==> config.mk <==
export PLATFORM = sky130hd
export DESIGN_NAME = bus_arbiter
export DESIGN_NICKNAME = d
export VERILOG_FILES = /design/src/rtl/bus_pkg.sv /design/src/rtl/rr_pick.sv /design/src/rtl/bus_arbiter.sv
export SDC_FILE = /design/constraint.sdc
export NUM_CORES = 1
export LEC_CHECK = 0
export CORE_UTILIZATION = 30
export CTS_CLUSTER_DIAMETER = 50
export DETAILED_ROUTE_END_ITERATION = 16
export HOLD_SLACK_MARGIN = 0.12
export PLACE_DENSITY_LB_ADDON = 0.15
export SKIP_CTS_REPAIR_TIMING = 1
export SLEW_MARGIN = 20
export SYNTH_ARGS = -nofsm -noshare
export SYNTH_HDL_FRONTEND = slang
export SYNTH_HIERARCHICAL = 1
export SYNTH_SLANG_ARGS = --single-unit
export TNS_END_PERCENT = 10
==> constraint.sdc <==
create_clock -name clk -period 5.69 [get_ports clk]
set_input_delay 1.138 -clock clk [delete_from_list [all_inputs] [get_ports clk]]
set_output_delay 1.138 -clock clk [all_outputs]
set_load 0.03 [all_outputs]
==> src/rtl/bus_pkg.sv <==
// Shared definitions for the system bus: widths, control encodings and
// arbiter state encodings.
package bus_pkg;

  localparam int unsigned NMASTERS = 8;
  localparam int unsigned dwidth   = 32;
  localparam int unsigned cwidth   = 3;
  localparam int unsigned CNT_W    = 8;

  typedef enum logic [2:0] {
    CTRL_NONE  = 3'd0,
    CTRL_READ  = 3'd1,
    CTRL_WRITE = 3'd2,
    CTRL_ACK   = 3'd3
  } ctrl_e;

  typedef enum logic [1:0] {
    ST_IDLE  = 2'd0,
    ST_GRANT = 2'd1,
    ST_TURN  = 2'd2
  } arb_state_e;

endpackage

==> src/rtl/rr_pick.sv <==
// Combinational round-robin picker.
// Ports:
//   eligible : candidate vector, one bit per requester
//   last     : index of the most recent winner; search starts at last+1
//   winner   : index of the first eligible bit at or after last+1 (wrapping)
//   any      : high when at least one bit of eligible is set
// N must be a power of two so the index addition wraps naturally.
module rr_pick #(
  parameter int unsigned N = 8,
  parameter int unsigned W = $clog2(N)
) (
  input  logic [N-1:0] eligible,
  input  logic [W-1:0] last,
  output logic [W-1:0] winner,
  output logic         any
);

  logic [W-1:0] idx;

  // Walk last+1 .. last+N; the first hit wins, later hits are ignored.
  always_comb begin
    winner = '0;
    any    = 1'b0;
    idx    = '0;
    for (int k = 1; k <= int'(N); k++) begin
      idx = last + W'(k);
      if (!any && eligible[idx]) begin
        winner = idx;
        any    = 1'b1;
      end
    end
  end

endmodule

==> src/rtl/bus_arbiter.sv <==
// Round-robin shared-bus arbiter with bus multiplexer and hold watchdog.
// Ports:
//   clk, reset    : clock, asynchronous active-low reset
//   req           : per-master bus request (bit 7 is the CPU)
//   m_data/m_ctrl : concatenated master data/control outputs
//   ack           : registered one-hot grant (or zero)
//   bus_data/ctrl : shared bus, driven from the registered owner
//   owner         : index of the current owner
//   owner_valid   : high while a grant is active
//   timeout_err   : one-cycle pulse when a grant is forcibly released
module bus_arbiter #(
  parameter int unsigned NMASTERS = bus_pkg::NMASTERS,
  parameter int unsigned dwidth   = bus_pkg::dwidth,
  parameter int unsigned cwidth   = bus_pkg::cwidth,
  parameter int unsigned TIMEOUT  = 255
) (
  input  logic                         clk,
  input  logic                         reset,
  input  logic [NMASTERS-1:0]          req,
  input  logic [NMASTERS*dwidth-1:0]   m_data,
  input  logic [NMASTERS*cwidth-1:0]   m_ctrl,
  output logic [NMASTERS-1:0]          ack,
  output logic [dwidth-1:0]            bus_data,
  output logic [cwidth-1:0]            bus_ctrl,
  output logic [2:0]                   owner,
  output logic                         owner_valid,
  output logic                         timeout_err
);

  import bus_pkg::arb_state_e;
  import bus_pkg::ST_IDLE;
  import bus_pkg::ST_GRANT;
  import bus_pkg::ST_TURN;
  import bus_pkg::CTRL_NONE;
  import bus_pkg::CNT_W;

  localparam int unsigned OW = 3;

  arb_state_e          state_q, state_d;
  logic [OW-1:0]       owner_q, owner_d;
  logic [OW-1:0]       last_q, last_d;
  logic [NMASTERS-1:0] ack_q, ack_d;
  logic [NMASTERS-1:0] mask_q, mask_d;
  logic [CNT_W-1:0]    cnt_q, cnt_d;
  logic                valid_q, valid_d;
  logic                terr_q, terr_d;

  logic [OW-1:0]       pick_winner;
  logic                pick_any;

  // Masked-off masters have timed out and must drop req once before competing.
  rr_pick #(.N(NMASTERS), .W(OW)) u_pick (
    .eligible (req & ~mask_q),
    .last     (last_q),
    .winner   (pick_winner),
    .any      (pick_any)
  );

  // State register.
  always_ff @(posedge clk or negedge reset) begin
    if (!reset) begin
      state_q <= ST_IDLE;
      owner_q <= '0;
      last_q  <= OW'(NMASTERS - 1);
      ack_q   <= '0;
      mask_q  <= '0;
      cnt_q   <= '0;
      valid_q <= 1'b0;
      terr_q  <= 1'b0;
    end else begin
      state_q <= state_d;
      owner_q <= owner_d;
      last_q  <= last_d;
      ack_q   <= ack_d;
      mask_q  <= mask_d;
      cnt_q   <= cnt_d;
      valid_q <= valid_d;
      terr_q  <= terr_d;
    end
  end

  // Next-state and registered-output logic.
  always_comb begin
    state_d = state_q;
    owner_d = owner_q;
    last_d  = last_q;
    ack_d   = ack_q;
    cnt_d   = cnt_q;
    valid_d = valid_q;
    terr_d  = 1'b0;
    // A mask bit survives only while its master keeps requesting.
    mask_d  = mask_q & req;

    unique case (state_q)
      ST_IDLE: begin
        if (pick_any) begin
          owner_d = pick_winner;
          ack_d   = NMASTERS'(1) << pick_winner;
          valid_d = 1'b1;
          cnt_d   = '0;
          state_d = ST_GRANT;
        end
      end
      ST_GRANT: begin
        if (!req[owner_q]) begin
          ack_d   = '0;
          valid_d = 1'b0;
          last_d  = owner_q;
          state_d = ST_TURN;
        end else if (cnt_q == CNT_W'(TIMEOUT - 1)) begin
          // This edge is the TIMEOUT-th cycle of the grant: force release.
          ack_d           = '0;
          valid_d         = 1'b0;
          terr_d          = 1'b1;
          mask_d[owner_q] = 1'b1;
          last_d          = owner_q;
          state_d         = ST_TURN;
        end else if (cnt_q != CNT_W'(TIMEOUT)) begin
          cnt_d = cnt_q + CNT_W'(1);
        end
      end
      ST_TURN: begin
        state_d = ST_IDLE;
      end
      default: begin
        state_d = ST_IDLE;
      end
    endcase
  end

  // Bus mux from the registered owner; idle bus reads as zero / CTRL_NONE.
  always_comb begin
    bus_data = '0;
    bus_ctrl = cwidth'(CTRL_NONE);
    if (valid_q) begin
      for (int i = 0; i < int'(NMASTERS); i++) begin
        if (owner_q == OW'(i)) begin
          bus_data = m_data[i*dwidth +: dwidth];
          bus_ctrl = m_ctrl[i*cwidth +: cwidth];
        end
      end
    end
  end

  assign ack         = ack_q;
  assign owner       = owner_q;
  assign owner_valid = valid_q;
  assign timeout_err = terr_q;

endmodule
==> impl_summary.log <==
[metrics] run status: complete, no violations
[metrics] detailed placer's ending HPWL: 20500 um
[metrics] Power per Cell Area: 511 nW/um^2
[metrics] number of slew-limit violations in the final report: 0
[metrics] part of the cycle the worst path needs: 86.7%
[metrics] vertical die dimension: roughly 130 um
[metrics] synthesized net count: 847
[metrics] Startpoint Class: flop
[metrics] placed instance area: about 8500 um^2
[metrics] die width: 131 um
[metrics] Clk pin slew, worst setup/hold paths: 0.06 ns
[metrics] number of core rows: 46
[metrics] cell with the largest stage delay on the worst path: sky130_fd_sc_hd__dfstp_2
[metrics] core area: approximately 16000 um^2
[metrics] Yosys warning total: 6
[metrics] starting density of the core: 31.1%
[metrics] Placed Cells incl. Taps: 1060
[metrics] Setup TNS Final: 0 ns
[metrics] synthesis-to-finish area growth: 73.7%
[metrics] crit path cell chain: clkinv_1 -> ha_1 -> mux4_2 -> mux2i_1 -> nor2_1 -> a2111oi_4 -> a311o_1 -> o311ai_2 -> or4b_2 -> o21ai_0
[metrics] total number of vias: 5937
[metrics] number of buffer cells added on primary ports: between 300 and 400
[metrics] cell leakage power: ~3.3 nW
[metrics] fraction of power consumed by combinational cells: 80.6%
[metrics] area enclosed by the die boundary: 17200 um^2
[metrics] flop and latch count out of synthesis: 34
[metrics] clock latency reported for the late side of the worst-skew pair: approximately 0.28 ns
[metrics] Overall Global Routing Usage: between 20% and 30%
[metrics] final design instance area without fill: 8710 um^2
[metrics] Worst Skew: 0.00630 ns
[metrics] largest cells by area after synthesis: sky130_fd_sc_hd__mux4_2 25%, sky130_fd_sc_hd__dfrtp_1 15%, sky130_fd_sc_hd__mux2i_1 11%, sky130_fd_sc_hd__o21ai_0 7.4%, sky130_fd_sc_hd__nand2_1 5.5%
[metrics] Yosys top cell area share: 25.1%
[metrics] cts bufs inserted: 5
[metrics] critical path's largest stage delay: 0.82 ns
[metrics] transition at the pin with the smallest max-transition slack: roughly 0.90 ns
[metrics] Hold/Removal Path Class: reg -> reg
[metrics] Final Net Count: ~1100
[metrics] met2 WL: between 10000 and 15000 um
[metrics] top layer in use: met5
[metrics] fraction of layout cells with a size suffix above 1: 11.9%
[metrics] maximum fanout count along the critical path: 20
[metrics] clock share of power: under 10%
[metrics] signal arrival time at the worst endpoint: 5.13 ns
[metrics] number of top-level pins: 338
[metrics] Sinks on Clock Net: 34
[metrics] peak clock frequency supported by timing: 0.203 GHz
[metrics] setup repair after global routing missed its margin: no
[metrics] largest net degree at the start of global routing: 79
[metrics] number of vias per cell: around 5.5
[metrics] origin of the worst setup path: last_q[1]$_DFFE_PN1P_
[metrics] final routed wire length divided by cell count: 23.5 um
[metrics] sequential fraction of design power: between 10% and 20%
[metrics] DRC violation count after routing: 0
[metrics] Final min period: between 4 and 5 ns
[metrics] sum of met3 wire segment lengths after detailed routing: 1830 um
[metrics] footprint of the multi-input gates: 3880 um^2
[metrics] number of flops mapped to enable cells by yosys: 0
[metrics] post-route ant nets: 0
[metrics] fraction of registers with async set/reset: 100%
[metrics] clk root buf: sky130_fd_sc_hd__clkbuf_16
[metrics] average size of a mapped cell: 9.07 um^2
[metrics] critical path endpoint category: flop
[metrics] power spent charging and discharging nets: 0.00227 W
[metrics] post-synth cell types: 58
[metrics] Post-synth top flop: sky130_fd_sc_hd__dfrtp_1
[metrics] Final Hold Violating Endpoints: 0
[metrics] VDD IR-drop max: about 0.00035 V
[metrics] switching share of total power: 51.1%
[metrics] total wire length: 25300 um
[metrics] final worst-path setup slack: 0.758 ns
[metrics] Crit Path Class: reg -> reg
[metrics] final count of negative-setup-slack endpoints: 0
[metrics] wire length of the first global-routing pass: 37600 um
[metrics] startpoint of the worst-slack reg-to-reg timing path: last_q[1]$_DFFE_PN1P_
[metrics] clock tree from TritonCTS: built
[metrics] placer's final routability congestion estimate: 0.959
[metrics] worst-case setup slack after placement: about 0.76 ns
[metrics] Slew HR: 39.2%
[metrics] clk buf depth: 2
[metrics] overall overflow remaining after global route: 0
[metrics] antenna violations before repair: 10
[metrics] # H-tree levels: 2
[metrics] post-route insts no fill: 1076
[metrics] violation count after the first detailed-route iteration: 429
[metrics] First-pass DRT Iterations: 7
[metrics] number of global-route vias before repair: just over 6000
[metrics] number of maximum-capacitance constraint violations: 0
[metrics] launch point of the worst hold path: mask_q[3]$_DFF_PN0_
[metrics] Synth Cell Area: 5010 um^2
[metrics] design internal power: 0.00218 W
[metrics] sequential standard cell area: 863 um^2
[metrics] Mapped Cells: around 550
[metrics] wire length on met1: 9770 um
[metrics] filler cell count in the final layout: about 1500
[metrics] cell taking the most area after synthesis: sky130_fd_sc_hd__mux4_2
[metrics] sequential area share after synthesis: 17.0%
[metrics] required time reported for the critical path endpoint: 5.89 ns
-- cells in the final DEF, fill, tap and decap left out, drive strengths merged, types with 11 or more instances in the layout --
cell type      instances
a21oi                 11
clkdlybuf4s50        337
mux2i                 56
a211oi                33
nor2                  46
mux4                  61
o21ai                 74
dfrtp                 31
nand2                 75
-- final timing paths --
kind	endpoint	cells past startpoint	slack, ns
setup / recovery	ack[4]$_DFFE_PN0P_	10	0.76
hold / removal	mask_q[3]$_DFF_PN0_	2	0.48
max in group asynchronous	owner[1]$_DFFE_PN0P_	2	4.04
min in group asynchronous	cnt_q[2]$_DFFE_PN0P_	2	1.29
hold reg to reg	mask_q[3]$_DFF_PN0_	2	0.48
setup reg to reg	ack[4]$_DFFE_PN0P_	10	0.76
-- through the flow --
stage | util, % | total power, W | hold slack [ns]
6_report | 54.1 | 0.00445 | 0.479
5_1_grt | 54.0 | 0.00473 | 0.506
4_1_cts | 53.9 | 0.00444 | 0.484
3_5_place_dp | 52.7 | 0.00406 | 0.470
3_3_place_gp | 52.7 | 0.00404 | 0.459
2_1_floorplan | - | 0.00290 | 0.437
-- layer usage --
layer / up-vias / global-route usage, %
met5: - / 0
met4: 6 / 10.2
met3: 40 / 7.29
met2: 243 / 49.6
met1: 2918 / 34.6
li1: 2730 / -
-- state kept, by name, summed over array words and instances, names as in the netlist --
signal / cells
ack: 8
cnt_q: 8
last_q: 3
mask_q: 8
owner: 3
owner_valid: 1
state_q: 2
timeout_err: 1
-- layout make-up --
class / instances / share of cell area [%]
Clock inverter: 3 / 0.790
Antenna cell: 8 / 0.230
Timing Repair Buffer: 347 / 39.6
Inverter: 10 / 0.431
Sequential cell: 34 / 9.91
Multi-Input combinational cell: 453 / 44.5
Tap cell: 216 / 3.10
Clock buffer: 5 / 1.44
-- power by group through the flow --
stage / clock [W] / sequential, W / combinational (W)
6_report: 0.000360 / 0.000502 / 0.00359
5_1_grt: 0.000375 / 0.000521 / 0.00384
4_1_cts: 0.000364 / 0.000503 / 0.00357
3_5_place_dp: 0 / 0.000506 / 0.00355
3_3_place_gp: 0 / 0.000505 / 0.00354
2_1_floorplan: 0 / 0.000401 / 0.00250
-- cell usage after synthesis (all sizes together) (2+ instances only) --
library cell and number:
o21ai 74, xnor2 2, ha 4, nor3 3, a31oi 4, a22o 3
dfrtp 31, dfstp 3, a21o 3, buf 16, nor2 46, o31ai 3
a2bb2oi 2, o22ai 6, or4 2, nand2 75, a21oi 11, inv 9
mux2 9, o211ai 2, and3 2, nand3 7, a32o 3, nand3b 4
a221oi 2, nand2b 3, or2 4, mux4 61, clkbuf 40, nor2b 10
and4 2, or3 2, mux2i 56, a211oi 33, or4b 3
-- logic make-up (layout without fill, tap and decap cells) --
| group | after synthesis | after routing | share of synthesized area, % |
|---|---|---|---|
| DFF | 34 | 34 | 17.0 |
| xor gates and xnor gates | 2 | 2 | 0.349 |
| AOI/OAI and AO/OA | 154 | 154 | 19.6 |
| and+or+nand+nor | 167 | 167 | 15.5 |
| buffers and inverters | 66 | 365 | 5.61 |
| adders and majority gates | 4 | 4 | 0.998 |
| muxes | 126 | 126 | 41.0 |
| other | 0 | 8 | 0 |
-- critical path, delay by kind of cell, from the launching register on --
kind	cells	cell delay (ns)
muxes	2	1.19
and+or+nand+nor	2	0.86
AOI/OAI and AO/OA	4	0.86
DFF	1	0.82
adders and majority gates	1	0.75
buffers and inverters	1	0.38
No activity file was read; power rests on OpenSTA's default activity.
==> RTL edit: new RTL, config.mk and constraints unchanged <==
`CNT_W`: 8 -> 10.
--- a/src/rtl/bus_pkg.sv
+++ b/src/rtl/bus_pkg.sv
@@ -6,5 +6,5 @@
   localparam int unsigned dwidth   = 32;
   localparam int unsigned cwidth   = 3;
-  localparam int unsigned CNT_W    = 8;
+  localparam int unsigned CNT_W    = 10;
 
   typedef enum logic [2:0] {
Function: same outputs for any inputs over 4 cycles, from zero or initial values and one cycle with reset low; that may be too few to reach the edited logic, so the function may still have changed.
==> RTL edit against the original RTL <==
Total power down 1.3%; core utilization down 0.056 points; combinational power up 1%; sequential share of layout area up 0.59 points; sequential cell count up 2; design area down 0.46%; routed wire length up 3.4%; critical path depth up 1; setup slack better by 310 ps; hold slack better by 12 ps; highest routed layer unchanged; area after synthesis down 0.22%; clock skew about the same; die area down 0.22%.
==> RTL edit: results (changes against the original RTL) <==
| Metric | Value |
|---|---|
| Outcome | `complete, no violations` |
| Largest net degree at the start of global routing | `51 (-35%)` |
| WP data arrival | `4790 ps (-340 ps)` |
| Worst Clk Skew | `6.65 ps (+0.350 ps)` |
| Met2 routed WL | `13.7 mm (+6.3%)` |
| Initial antenna violation count | `4 (-6)` |
| 1st-pass router iterations | `5 (-2)` |
| Vias in the first global route | `6,169 (+2.2%)` |
| Gr usage total | `29.7% (+0.89 points)` |
| Leakage | `3.17 nW (-5.3%)` |
| Worst Tran Pin Value | `900 ps (-4.01 ps)` |
| Total sequential power | `474 uW (-5.6%)` |
| Metal3 WL | `1.94 mm (+6.3%)` |
| GR Util met3 | `6.10% (-1.2 points)` |
| Routing usage on met2 | `53.4% (+3.8 points)` |
| Clk network pwr share | `6.4% (-1.7 points)` |
| DR vias/cell | `5.74 (+4.1%)` |
| Met1 Use GR | `35.7% (+1.0 points)` |
| Psw | `2.24 mW (-1.4%)` |
| Post-synthesis sequential area ratio | `18.1% (+1.0 points)` |
| Fraction of layout cells with a size suffix above 1 | `17.1% (+5.3 points)` |
| GP Congestion | `0.955 (-0.39%)` |
| Routed met1 length | `10.0 mm (+2.4%)` |
| Post-DP HPWL | `21.2 mm (+3.1%)` |
| Post-synth cell types | `60 (+3.4%)` |
| Mux share of post-synthesis cell area | `40.1% (-0.88 points)` |
| Xor-xnor portion of the synthesized cell area | `0.350% (+0.00079 points)` |
| # port buffers | `337 (unchanged)` |
| Top FF cell, synth | `dfrtp_1` |
| Iter 0 DRT Violations | `486 (+13%)` |
| Max IR drop VDD | `0.266 mV (-24%)` |
| Syn_nets | `805 (-5.0%)` |
| FILL cells | `1,407 (-4.1%)` |
| Routed WL | `26.1 mm (+3.4%)` |
| Synth Area in Adders | `1.00% (+0.0022 points)` |
| First-pass GRT wire length | `38.8 mm (+3.2%)` |
| Synth cell count leaders | `o22ai_1, mux4_2, mux2_2` |
| Synth area leaders | `mux4_2, dfrtp_1, mux2_2, o22ai_1, nor3_1` |
| DR top layer | `met5` |
| Max FO, Critical Path | `13 (-35%)` |
| Compound-Gate Fraction of Synth Area | `20.4% (+0.79 points)` |
| Worst hold path type | `reg -> reg` |
| Nets | `1,110 (-3.1%)` |
[RTL edit: cell count changes after synthesis, moves of 33 or more]
cell | before | now
mux2_2 | 9 | 46
mux2i_1 | 56 | 14
nand2_1 | 74 | 41
nor2_1 | 45 | 12
o21ai_0 | 74 | 15
o22ai_1 | 6 | 71
[RTL edit: final cells by class]
| class | instances | area share, % |
|---|---|---|
| multi-input combinational | 414 | 44.2 |
| timing repair buffer | 348 | 39.8 |
| sequential | 36 | 10.5 |
| tap | 216 | 3.12 |
| clock buffer | 6 | 1.60 |
| inverter | 11 | 0.476 |
| clock inverter | 2 | 0.159 |
| antenna | 3 | 0.0866 |
[RTL edit: critical path: stages]
cell and delay [ps]:
clkdlybuf4s50_1 570, nor2b_1 600, mux2i_1 200, mux4_2 540, or4b_4 270, nor2_4 50, nand3_1 90, nand2b_1 90
nor2_1 690, nor2_2 200, a2bb2o_1 320
[RTL edit: metrics by stage]
stage / instances / setup slack [ps] / power, mW / hold WS (ps) / area (um2)
after CTS: 1033 / 1110 / 4.37 / 491 / 8660
after global routing: 1035 / 798 / 4.64 / 511 / 8670
after global placement: 1025 / 1010 / 4.05 / 479 / 8510
final: 1036 / 1070 / 4.39 / 491 / 8670
after detailed placement: 1025 / 815 / 4.07 / 478 / 8510
after floorplan: 511 / 1570 / 2.88 / 448 / 5000
[RTL edit: final timing paths]
kind,from,endpoint,cells past startpoint,slack (ps)
worst min register to register,mask_q[7],mask_q[7],2,490
worst max register to register,last_q[1],ack[6],10,1410
min in group asynchronous,reset,ack[5],2,1290
max in group asynchronous,reset,owner[0],2,4030
worst min-delay path,mask_q[7],mask_q[7],2,490
worst max-delay path,req[2],ack[7],11,1070
